`src/rtl/fifo_batch_ctrl_pkg.sv`:
```
// Shared definitions for the batch sequencer: state encoding and producer indices.
package fifo_batch_ctrl_pkg;

    typedef enum logic {
        ST_FILL  = 1'b0,
        ST_DRAIN = 1'b1
    } state_t;

    localparam logic PROD_0 = 1'b0;
    localparam logic PROD_1 = 1'b1;

endpackage

```
`src/rtl/fifo_batch_ctrl_fifo2.sv`:
```
// Circular-buffer FIFO with registered full/empty flags and registered read data.
module fifo2 #(
    parameter int WIDTH = 8,
    parameter int DEPTH = 8
) (
    input  logic             clk,
    input  logic             reset,
    input  logic             write_en,
    input  logic [WIDTH-1:0] write_data,
    input  logic             read_en,
    output logic [WIDTH-1:0] read_data,
    output logic             full,
    output logic             empty,
    output logic             almost_empty
);

    localparam int PTR_W = $clog2(DEPTH);
    localparam int OCC_W = $clog2(DEPTH + 1);

    logic [WIDTH-1:0] mem [DEPTH];
    logic [PTR_W-1:0] wr_ptr;
    logic [PTR_W-1:0] rd_ptr;
    logic [OCC_W-1:0] count;
    logic [OCC_W-1:0] count_next;
    logic             do_write;
    logic             do_read;

    function automatic logic [PTR_W-1:0] next_ptr(input logic [PTR_W-1:0] ptr);
        return (ptr == PTR_W'(DEPTH - 1)) ? '0 : ptr + PTR_W'(1);
    endfunction

    assign do_write     = write_en && !full;
    assign do_read      = read_en && !empty;
    assign almost_empty = (count == OCC_W'(1));

    always_comb begin
        count_next = count;
        if (do_write && !do_read) begin
            count_next = count + OCC_W'(1);
        end else if (do_read && !do_write) begin
            count_next = count - OCC_W'(1);
        end
    end

    // Storage needs no reset; occupancy tracking guards every read.
    always_ff @(posedge clk) begin
        if (do_write) begin
            mem[wr_ptr] <= write_data;
        end
    end

    always_ff @(posedge clk) begin
        if (reset) begin
            wr_ptr    <= '0;
            rd_ptr    <= '0;
            count     <= '0;
            full      <= 1'b0;
            empty     <= 1'b1;
            read_data <= '0;
        end else begin
            if (do_write) begin
                wr_ptr <= next_ptr(wr_ptr);
            end
            if (do_read) begin
                rd_ptr    <= next_ptr(rd_ptr);
                read_data <= mem[rd_ptr];
            end
            count <= count_next;
            full  <= (count_next == OCC_W'(DEPTH));
            empty <= (count_next == '0);
        end
    end

endmodule

```
`src/rtl/fifo_batch_ctrl.sv`:
```
// Batch sequencer: round-robin fill of one FIFO from two producers, then a full drain.
import fifo_batch_ctrl_pkg::*;

module fifo_batch_ctrl #(
    parameter int WIDTH = 8,
    parameter int DEPTH = 8,
    parameter int CNT_W = 8
) (
    input  logic             clk,
    input  logic             reset,
    input  logic             p0_valid,
    input  logic [WIDTH-1:0] p0_data,
    output logic             p0_ready,
    input  logic             p1_valid,
    input  logic [WIDTH-1:0] p1_data,
    output logic             p1_ready,
    input  logic             flush_req,
    output logic             out_valid,
    output logic [WIDTH-1:0] out_data,
    output logic             filling,
    output logic [CNT_W-1:0] batch_count
);

    state_t           state;
    state_t           state_next;
    logic             rr_pref;
    logic             grant;
    logic             eligible;
    logic             write_en;
    logic [WIDTH-1:0] write_data;
    logic             read_en;
    logic [WIDTH-1:0] read_data;
    logic             full;
    logic             empty;
    logic             almost_empty;
    logic             drain_done;

    fifo2 #(
        .WIDTH(WIDTH),
        .DEPTH(DEPTH)
    ) u_fifo (
        .clk         (clk),
        .reset       (reset),
        .write_en    (write_en),
        .write_data  (write_data),
        .read_en     (read_en),
        .read_data   (read_data),
        .full        (full),
        .empty       (empty),
        .almost_empty(almost_empty)
    );

    // The drain ends on the edge that removes the last word, so the final
    // out_valid pulse lands in the first FILL cycle.
    always_comb begin
        grant = rr_pref;
        if (p0_valid && !p1_valid) begin
            grant = PROD_0;
        end else if (p1_valid && !p0_valid) begin
            grant = PROD_1;
        end
        eligible   = (state == ST_FILL) && !full && !reset;
        p0_ready   = eligible && (grant == PROD_0);
        p1_ready   = eligible && (grant == PROD_1);
        write_en   = (p0_ready && p0_valid) || (p1_ready && p1_valid);
        write_data = (grant == PROD_1) ? p1_data : p0_data;
        read_en    = (state == ST_DRAIN) && !empty;
        drain_done = (state == ST_DRAIN) && (empty || almost_empty);

        state_next = state;
        case (state)
            ST_FILL: begin
                if (full || (flush_req && !empty)) begin
                    state_next = ST_DRAIN;
                end
            end
            ST_DRAIN: begin
                if (drain_done) begin
                    state_next = ST_FILL;
                end
            end
            default: state_next = ST_FILL;
        endcase
    end

    always_ff @(posedge clk) begin
        if (reset) begin
            state       <= ST_FILL;
            rr_pref     <= PROD_0;
            out_valid   <= 1'b0;
            batch_count <= '0;
        end else begin
            state     <= state_next;
            out_valid <= read_en;
            if (write_en) begin
                rr_pref <= ~grant;
            end
            if (drain_done) begin
                batch_count <= batch_count + CNT_W'(1);
            end
        end
    end

    assign filling  = (state == ST_FILL);
    assign out_data = read_data;

endmodule

```
`config.mk`:
```
export PLATFORM = sky130hd
export DESIGN_NAME = fifo_batch_ctrl
export DESIGN_NICKNAME = d
export VERILOG_FILES = /design/src/rtl/fifo_batch_ctrl_pkg.sv /design/src/rtl/fifo_batch_ctrl_fifo2.sv /design/src/rtl/fifo_batch_ctrl.sv
export SDC_FILE = /design/constraint.sdc
export NUM_CORES = 1
export LEC_CHECK = 0
export ABC_AREA = 1
export BUFFER_PORTS_ARGS = -buffer_cell sky130_fd_sc_hd__buf_4
export CAP_MARGIN = 20
export CORE_MARGIN = 5
export CORE_UTILIZATION = 40
export DETAILED_ROUTE_END_ITERATION = 10
export GPL_ROUTABILITY_DRIVEN = 0
export SYNTH_ARGS = -nofsm -noshare
export SYNTH_HDL_FRONTEND = slang
export SYNTH_SLANG_ARGS = --single-unit
```
`constraint.sdc`:
```
create_clock -name clk -period 4.54 [get_ports clk]
set_input_delay 0.227 -clock clk [delete_from_list [all_inputs] [get_ports clk]]
set_output_delay 0.227 -clock clk [all_outputs]
set_load 0.03 [all_outputs]
```
==> metrics.csv, run 1 <==
metric,value,unit
post-route ant nets,0,
first-pass GRT wire length,14.07,mm
total gr overflow,0,
Final Non-Filler Cells,613,
reg2reg setup slack,2.44,ns
WL final,8.646,mm
die area,12660,sq um
post-CTS setup buffers,0,
Setup CP Type,reg -> out,
status,completed,
Max-Cap Viols,0,
highest-count cells in the layout ignoring fill and taps,"nand2_1, edfxtp_1, inv_1",
layout cells sized above 1,0.1468,
detailed placement HPWL,6.155,mm
Routed WL per cell,14.10,um
Mapped Area,4204,sq um
worst reg-to-reg path cell count,5,
"Net Count, Synth",465,
Max Fanout on Critical Path,10,
worst path bufs/invs,3,
register area share after synthesis,0.6048,
Post-DP Area,4602,sq um
Pre-Repair DR Iteration Count,4,
syn avg cell area,9.642,sq um
Post-synth top flop,edfxtp_1,
placed instance count,596,
Layout Nets,501,
endpoints failing hold,0,
GRT Overall Usage,0.1408,
H-tree depth,3,
largest net degree at the start of global routing,68,
Area Growth Syn to Fin,14.58,%
Die W,112.5,um
hold_buf cts,0,
overall via count from detail_route,2975,
RR Endpoint,u_fifo.mem[4][3],
synth warn,0,
clk slew on worst S/H paths,0.09,ns
die height,112.5,um
Min-Delay Path Depth,2,
RSZ-0062 raised after global routing,false,
Hold Crit Class,in -> reg,
vias in the first global route,2834,
Num Clock Sinks,95,
CTS buffer count,9,
fin. max-slew vios,0,
Worst-Margin Slew,1.065,ns
utilization after layout,0.4687,
Iteration-0 DRC Markers,230,
Cell variety after synth,33,
Max rail drop VDD,0.2031,mV
CTS max path bufs,2,
CP endpoint kind,primary output,
"commonest non-fill, non-tap cell in the layout",nand2_1,
HP Start,reset,
Final Cell Area,4817,sq um
Final min period,2.218,ns
initial antenna violation count,0,
normalized max-slew margin,0.2903,
worst path cell trace,a21oi_1 > inv_1 > o21ai_2 > clkinv_1 > nor2_1 > buf_4,
period utilisation layout,0.4886,
CP Launch Type,flop,
Clock Skew,0.01530,ns
CP arrival,1.99,ns
setup_tns,0,ns
CP Data Required Time,4.31,ns
CTS Root Cell,clkbuf_8,
post_cts resized,0,
Placement Rows,37,
PD cells,378.7,nW/um^2
Post-Syn Instances,436,
final hold slack,0.1619,ns
Static Leak,1.920,nW
vias per cell,4.853,
"slowest stage delay, CP",0.47,ns
num ports,41,
worst r2r src,state,
Starting Density,0.4091,
CP max stage cell,clkinv_1,
Async SR Flop Fraction,0,
family with the most delay on the worst path,buffers and inverters,
Core Area,10280,sq um
ANT cells,0,
TritonCTS clock tree,done,
Worst-Skew Late Latency,0.36,ns
Buffers on Ports,40,
Final setup viols,0,
Synth Register Bits,95,
fillers,991,
Hold Crit Endpoint,u_fifo.count[1],
Post-synth EDFFs,64,
residual DRC count,0,
f_max,0.4508,GHz
synthesized netlist by cell type (all sizes together) (2+ instances only):
library cell / n / area share
nand2: 95 / 0.085
edfxtp: 64 / 0.46
inv: 57 / 0.051
a21oi: 50 / 0.060
o21ai: 47 / 0.057
dfxtp: 31 / 0.15
nor2: 25 / 0.027
nand3: 15 / 0.021
buf: 12 / 0.020
ha: 8 / 0.024
o211ai: 8 / 0.014
clkbuf: 5 / 0.0045
nor3: 5 / 0.0071
xor2: 3 / 0.0063
a211oi: 2 / 0.0036
a22oi: 2 / 0.0036
clkinv: 2 / 0.0018
cells by family after synthesis:
family	after synthesis	synth area share
AND/OR/NAND/NOR	143	0.1452
adder cells (fa/ha/maj)	8	0.02381
XOR/XNOR	4	0.008335
AO/OA/AOI/OAI	110	0.1411
flip-flops	95	0.6048
buffers and inverters	76	0.07679
area by class of cell:
cell class,instances,area [sq um],share of cell area
well taps,136,170.2,0.03532
inverters,59,221.5,0.04597
clock inverters,4,51.30,0.01065
multi-input cells,265,1339,0.2779
clock buffers,12,156.4,0.03247
flip-flops and latches,95,2544,0.5281
repair buffers,42,335.3,0.06961
metal layers:
metal  up-vias  track usage  share of wire
met4         0      0.04087          0.012
met3         8      0.03558          0.029
met2        43       0.2320           0.50
li1       1534            -              -
met5         -            0              0
met1      1390       0.1843           0.46
worst max path at each step:
stage | start | end | slack [ns] | cells after the start
after global routing | rr_pref | p0_ready | 2.08 | 6
after global placement | reset | u_fifo.mem[6][0] | 2.19 | 6
after detailed placement | reset | u_fifo.mem[6][7] | 2.11 | 6
after floorplan | state | u_fifo.mem[6][0] | 2.76 | 5
final | rr_pref | p0_ready | 2.32 | 6
after CTS | state | u_fifo.mem[6][4] | 2.27 | 5
flip-flops by register name, summed over array words and instances, names as in the netlist:
register	flops
batch_count	8
out_valid	1
rr_pref	1
state	1
u_fifo.count	4
u_fifo.empty	1
u_fifo.full	1
u_fifo.mem	64
u_fifo.rd_ptr	3
u_fifo.read_data	8
u_fifo.wr_ptr	3
report_power, final:
| group | switching (mW) | internal (mW) | total (mW) |
|---|---|---|---|
| clock network | 0.284 | 0.291 | 0.575 |
| logic | 0.160 | 0.0772 | 0.238 |
| registers | 0.0346 | 0.978 | 1.01 |
| total | 0.479 | 1.35 | 1.82 |
metrics by stage:
step                power, mW  setup slack [ns]
floorplan               1.192             2.756
global placement        1.268             2.191
detailed placement      1.272             2.106
CTS                     1.844             2.267
global route            1.922             2.078
finish                  1.824             2.322
Note: power is estimated with default switching activity, not from simulation.
==> run 2, diff against run 1 <==
ABC_AREA = 0   (was 1)
clock period = 1.86 ns   (was 4.54 ns; I/O delays follow)
==> run 2 against run 1 <==
- routed wire length fell by 9.1%
- critical path depth fell by 2
- highest routed layer unchanged
- largest cell class unchanged
- area after synthesis fell by 5.4%
- clock power rose by 130%
- first-iteration DRC count fell by 42%
==> metrics.csv, run 2 <==
metric,value,unit
status,completed,
Post-synth EDFFs,64,
Cell variety after synth,44,
Biggest register,u_fifo.mem,
Synth Area in XOR/XNOR,0.01541,
Switch Pwr,1.266,mW
post-route ant nets,0,
RSZ-0062 raised after global routing,true,
Worst-Skew Late Latency,0.36,ns
vias per cell,5.183,
Max rail drop VDD,0.4706,mV
Seq pwr share,0.543,
Starting Density,0.4090,
"Net Count, Synth",306,
syn avg cell area,14.36,sq um
Max Fanout on Critical Path,8,
CTS Root Cell,clkbuf_8,
post-synth top area share,0.4830,
Final setup viols,0,
layout cells sized above 1,0.3545,
placed instance count,463,
Iteration-0 DRC Markers,133,
post-synthesis adder-cell area fraction,0.02767,
Synth Area in Compound Gates,0.07862,
Routed WL per cell,16.37,um
Crit path top cell by count,nor3_1,
final hold slack,0.09159,ns
"commonest non-fill, non-tap cell in the layout",buf_4,
Core Area,9729,sq um
normalized max-slew margin,0.6871,
vias in the first global route,2465,
die height,109.7,um
fin. max-slew vios,0,
synth top area cells,"edfxtp_1, dfxtp_1, mux4_2",
"slowest stage delay, CP",0.36,ns
family with the most delay on the worst path,simple AND/OR/NAND/NOR gates,
largest family of logic cells by synthesized area,multiplexers,
Post-synth top flop,edfxtp_1,
simple-gate share of the synthesized area,0.08113,
largest net degree at the start of global routing,20,
Async SR Flop Fraction,0,
worst path bufs/invs,1,
Max-Cap Viols,0,
TritonCTS clock tree,done,
Pre-Repair DR Iteration Count,4,
most frequent cells after synthesis,"edfxtp_1, dfxtp_1, a21oi_1, nor2_1",
first-pass GRT wire length,12.88,mm
multiplexer share of the synthesized area,0.1358,
post-CTS setup buffers,0,
Placement Rows,36,
register area share after synthesis,0.6390,
Hold Crit Class,in -> reg,
residual DRC count,0,
f_max,0.5657,GHz
combinational fraction of design power,0.163,
Layout Nets,371,
Worst-Margin Slew,0.4687,ns
fillers,879,
CTS buffer count,9,
Final Non-Filler Cells,480,
ANT cells,0,
max FFs per register,64,
CTS max path bufs,2,
PD cells,925.7,nW/um^2
WL final,7.859,mm
CP max stage cell,dfxtp_1,
CP Launch Type,flop,
Final min period,1.768,ns
highest-count cells in the layout ignoring fill and taps,"buf_4, edfxtp_1, dfxtp_1",
internal power,3.236,mW
most frequent cell after synthesis,edfxtp_1,
endpoints failing hold,0,
Num Clock Sinks,95,
worst r2r src,state,
Clock Skew,0.01349,ns
HP Start,reset,
clk slew on worst S/H paths,0.10,ns
detailed placement HPWL,5.573,mm
CP endpoint kind,flop,
Die W,109.7,um
period utilisation layout,0.9504,
Clock power frac,0.293,
Post-Syn Instances,277,
Static Leak,1.720,nW
Largest regs,"u_fifo.mem: 64 flops, batch_count: 8 flops, u_fifo.read_data: 8 flops",
switching part of the total,0.2812,
Mapped Area,3979,sq um
Synth Register Bits,95,
die area,12040,sq um
num ports,41,
cell type with the largest total area after synthesis,edfxtp_1,
H-tree depth,3,
overall via count from detail_route,2488,
synth warn,0,
GRT Overall Usage,0.1421,
CP Data Required Time,1.93,ns
Setup CP Type,reg -> reg,
CP arrival,1.84,ns
total gr overflow,0,
Area Growth Syn to Fin,22.23,%
Setup crit start,state,
worst path cell trace,nor3_1 > nand2_1 > nor3_1 > buf_4,
Buffers on Ports,40,
initial antenna violation count,0,
[run 2: per-stage QoR]
| stage | power (mW) | utilization | setup WS, ns | area (sq um) | TNS (ns) |
|---|---|---|---|---|---|
| floorplan | 2.942 | - | -0.07913 | 3996 | -3.591 |
| global placement | 3.212 | 0.4765 | 0.05957 | 4636 | 0 |
| detailed placement | 3.221 | 0.4765 | 0.05029 | 4636 | 0 |
| CTS | 4.551 | 0.4977 | 0.01443 | 4842 | 0 |
| global route | 4.741 | 0.4999 | -0.03766 | 4863 | -0.2865 |
| finish | 4.502 | 0.4999 | 0.09234 | 4863 | 0 |
[run 2: repair_timing]
item                                    CTS  global route
endpoints found under the setup margin    0            50
gates resized for setup                   0             8
hold buffers                              1             0
hold endpoints to repair                  1             0
[run 2: area by class of cell]
| type | instances | area (sq um) | share of cell area |
|---|---|---|---|
| multi-input combinational | 160 | 1384 | 0.2845 |
| timing repair buffer | 69 | 545.5 | 0.1122 |
| inverter | 7 | 26.28 | 0.005403 |
| tap | 133 | 166.4 | 0.03422 |
| clock inverter | 7 | 72.57 | 0.01492 |
| sequential | 95 | 2545 | 0.5233 |
| clock buffer | 9 | 123.9 | 0.02547 |
[run 2: path summary, 6_finish.rpt]
check | to | slack [ns] | cells after the start
setup reg to reg | u_fifo.mem[2][3] | 0.09 | 4
setup / recovery | u_fifo.mem[2][3] | 0.09 | 4
hold / removal | batch_count[4] | 0.09 | 3
hold reg to reg | u_fifo.rd_ptr[1] | 0.48 | 2
[run 2: worst reg2reg max path, stage by stage, from the launching register on]
cell and delay, ns:
dfxtp_1 0.36, nor3_1 0.27, nand2_1 0.26, nor3_1 0.37, buf_4 0.22
[run 2: layer usage]
metal | GRT usage | part of all wire | up-vias
li1 | - | - | 1193
met1 | 0.1891 | 0.44 | 1233
met2 | 0.2319 | 0.51 | 55
met3 | 0.02819 | 0.043 | 7
met4 | 0.04987 | 0.011 | 0
met5 | 0 | 0 | -
[run 2: power by group through the flow]
stage / combinational, mW / sequential [mW] / clock [mW]
final: 0.735 / 2.45 / 1.32
after global routing: 0.814 / 2.46 / 1.47
after CTS: 0.734 / 2.45 / 1.37
after detailed placement: 0.727 / 2.49 / 0
after global placement: 0.722 / 2.49 / 0
after floorplan: 0.427 / 2.51 / 0
[run 2: kinds of logic after synthesis]
| logic type | Yosys count |
|---|---|
| adders and majority gates | 9 |
| and+or+nand+nor | 64 |
| buffers and inverters | 22 |
| muxes | 33 |
| xor gates and xnor gates | 7 |
| AOI/OAI and AO/OA | 47 |
| DFF | 95 |
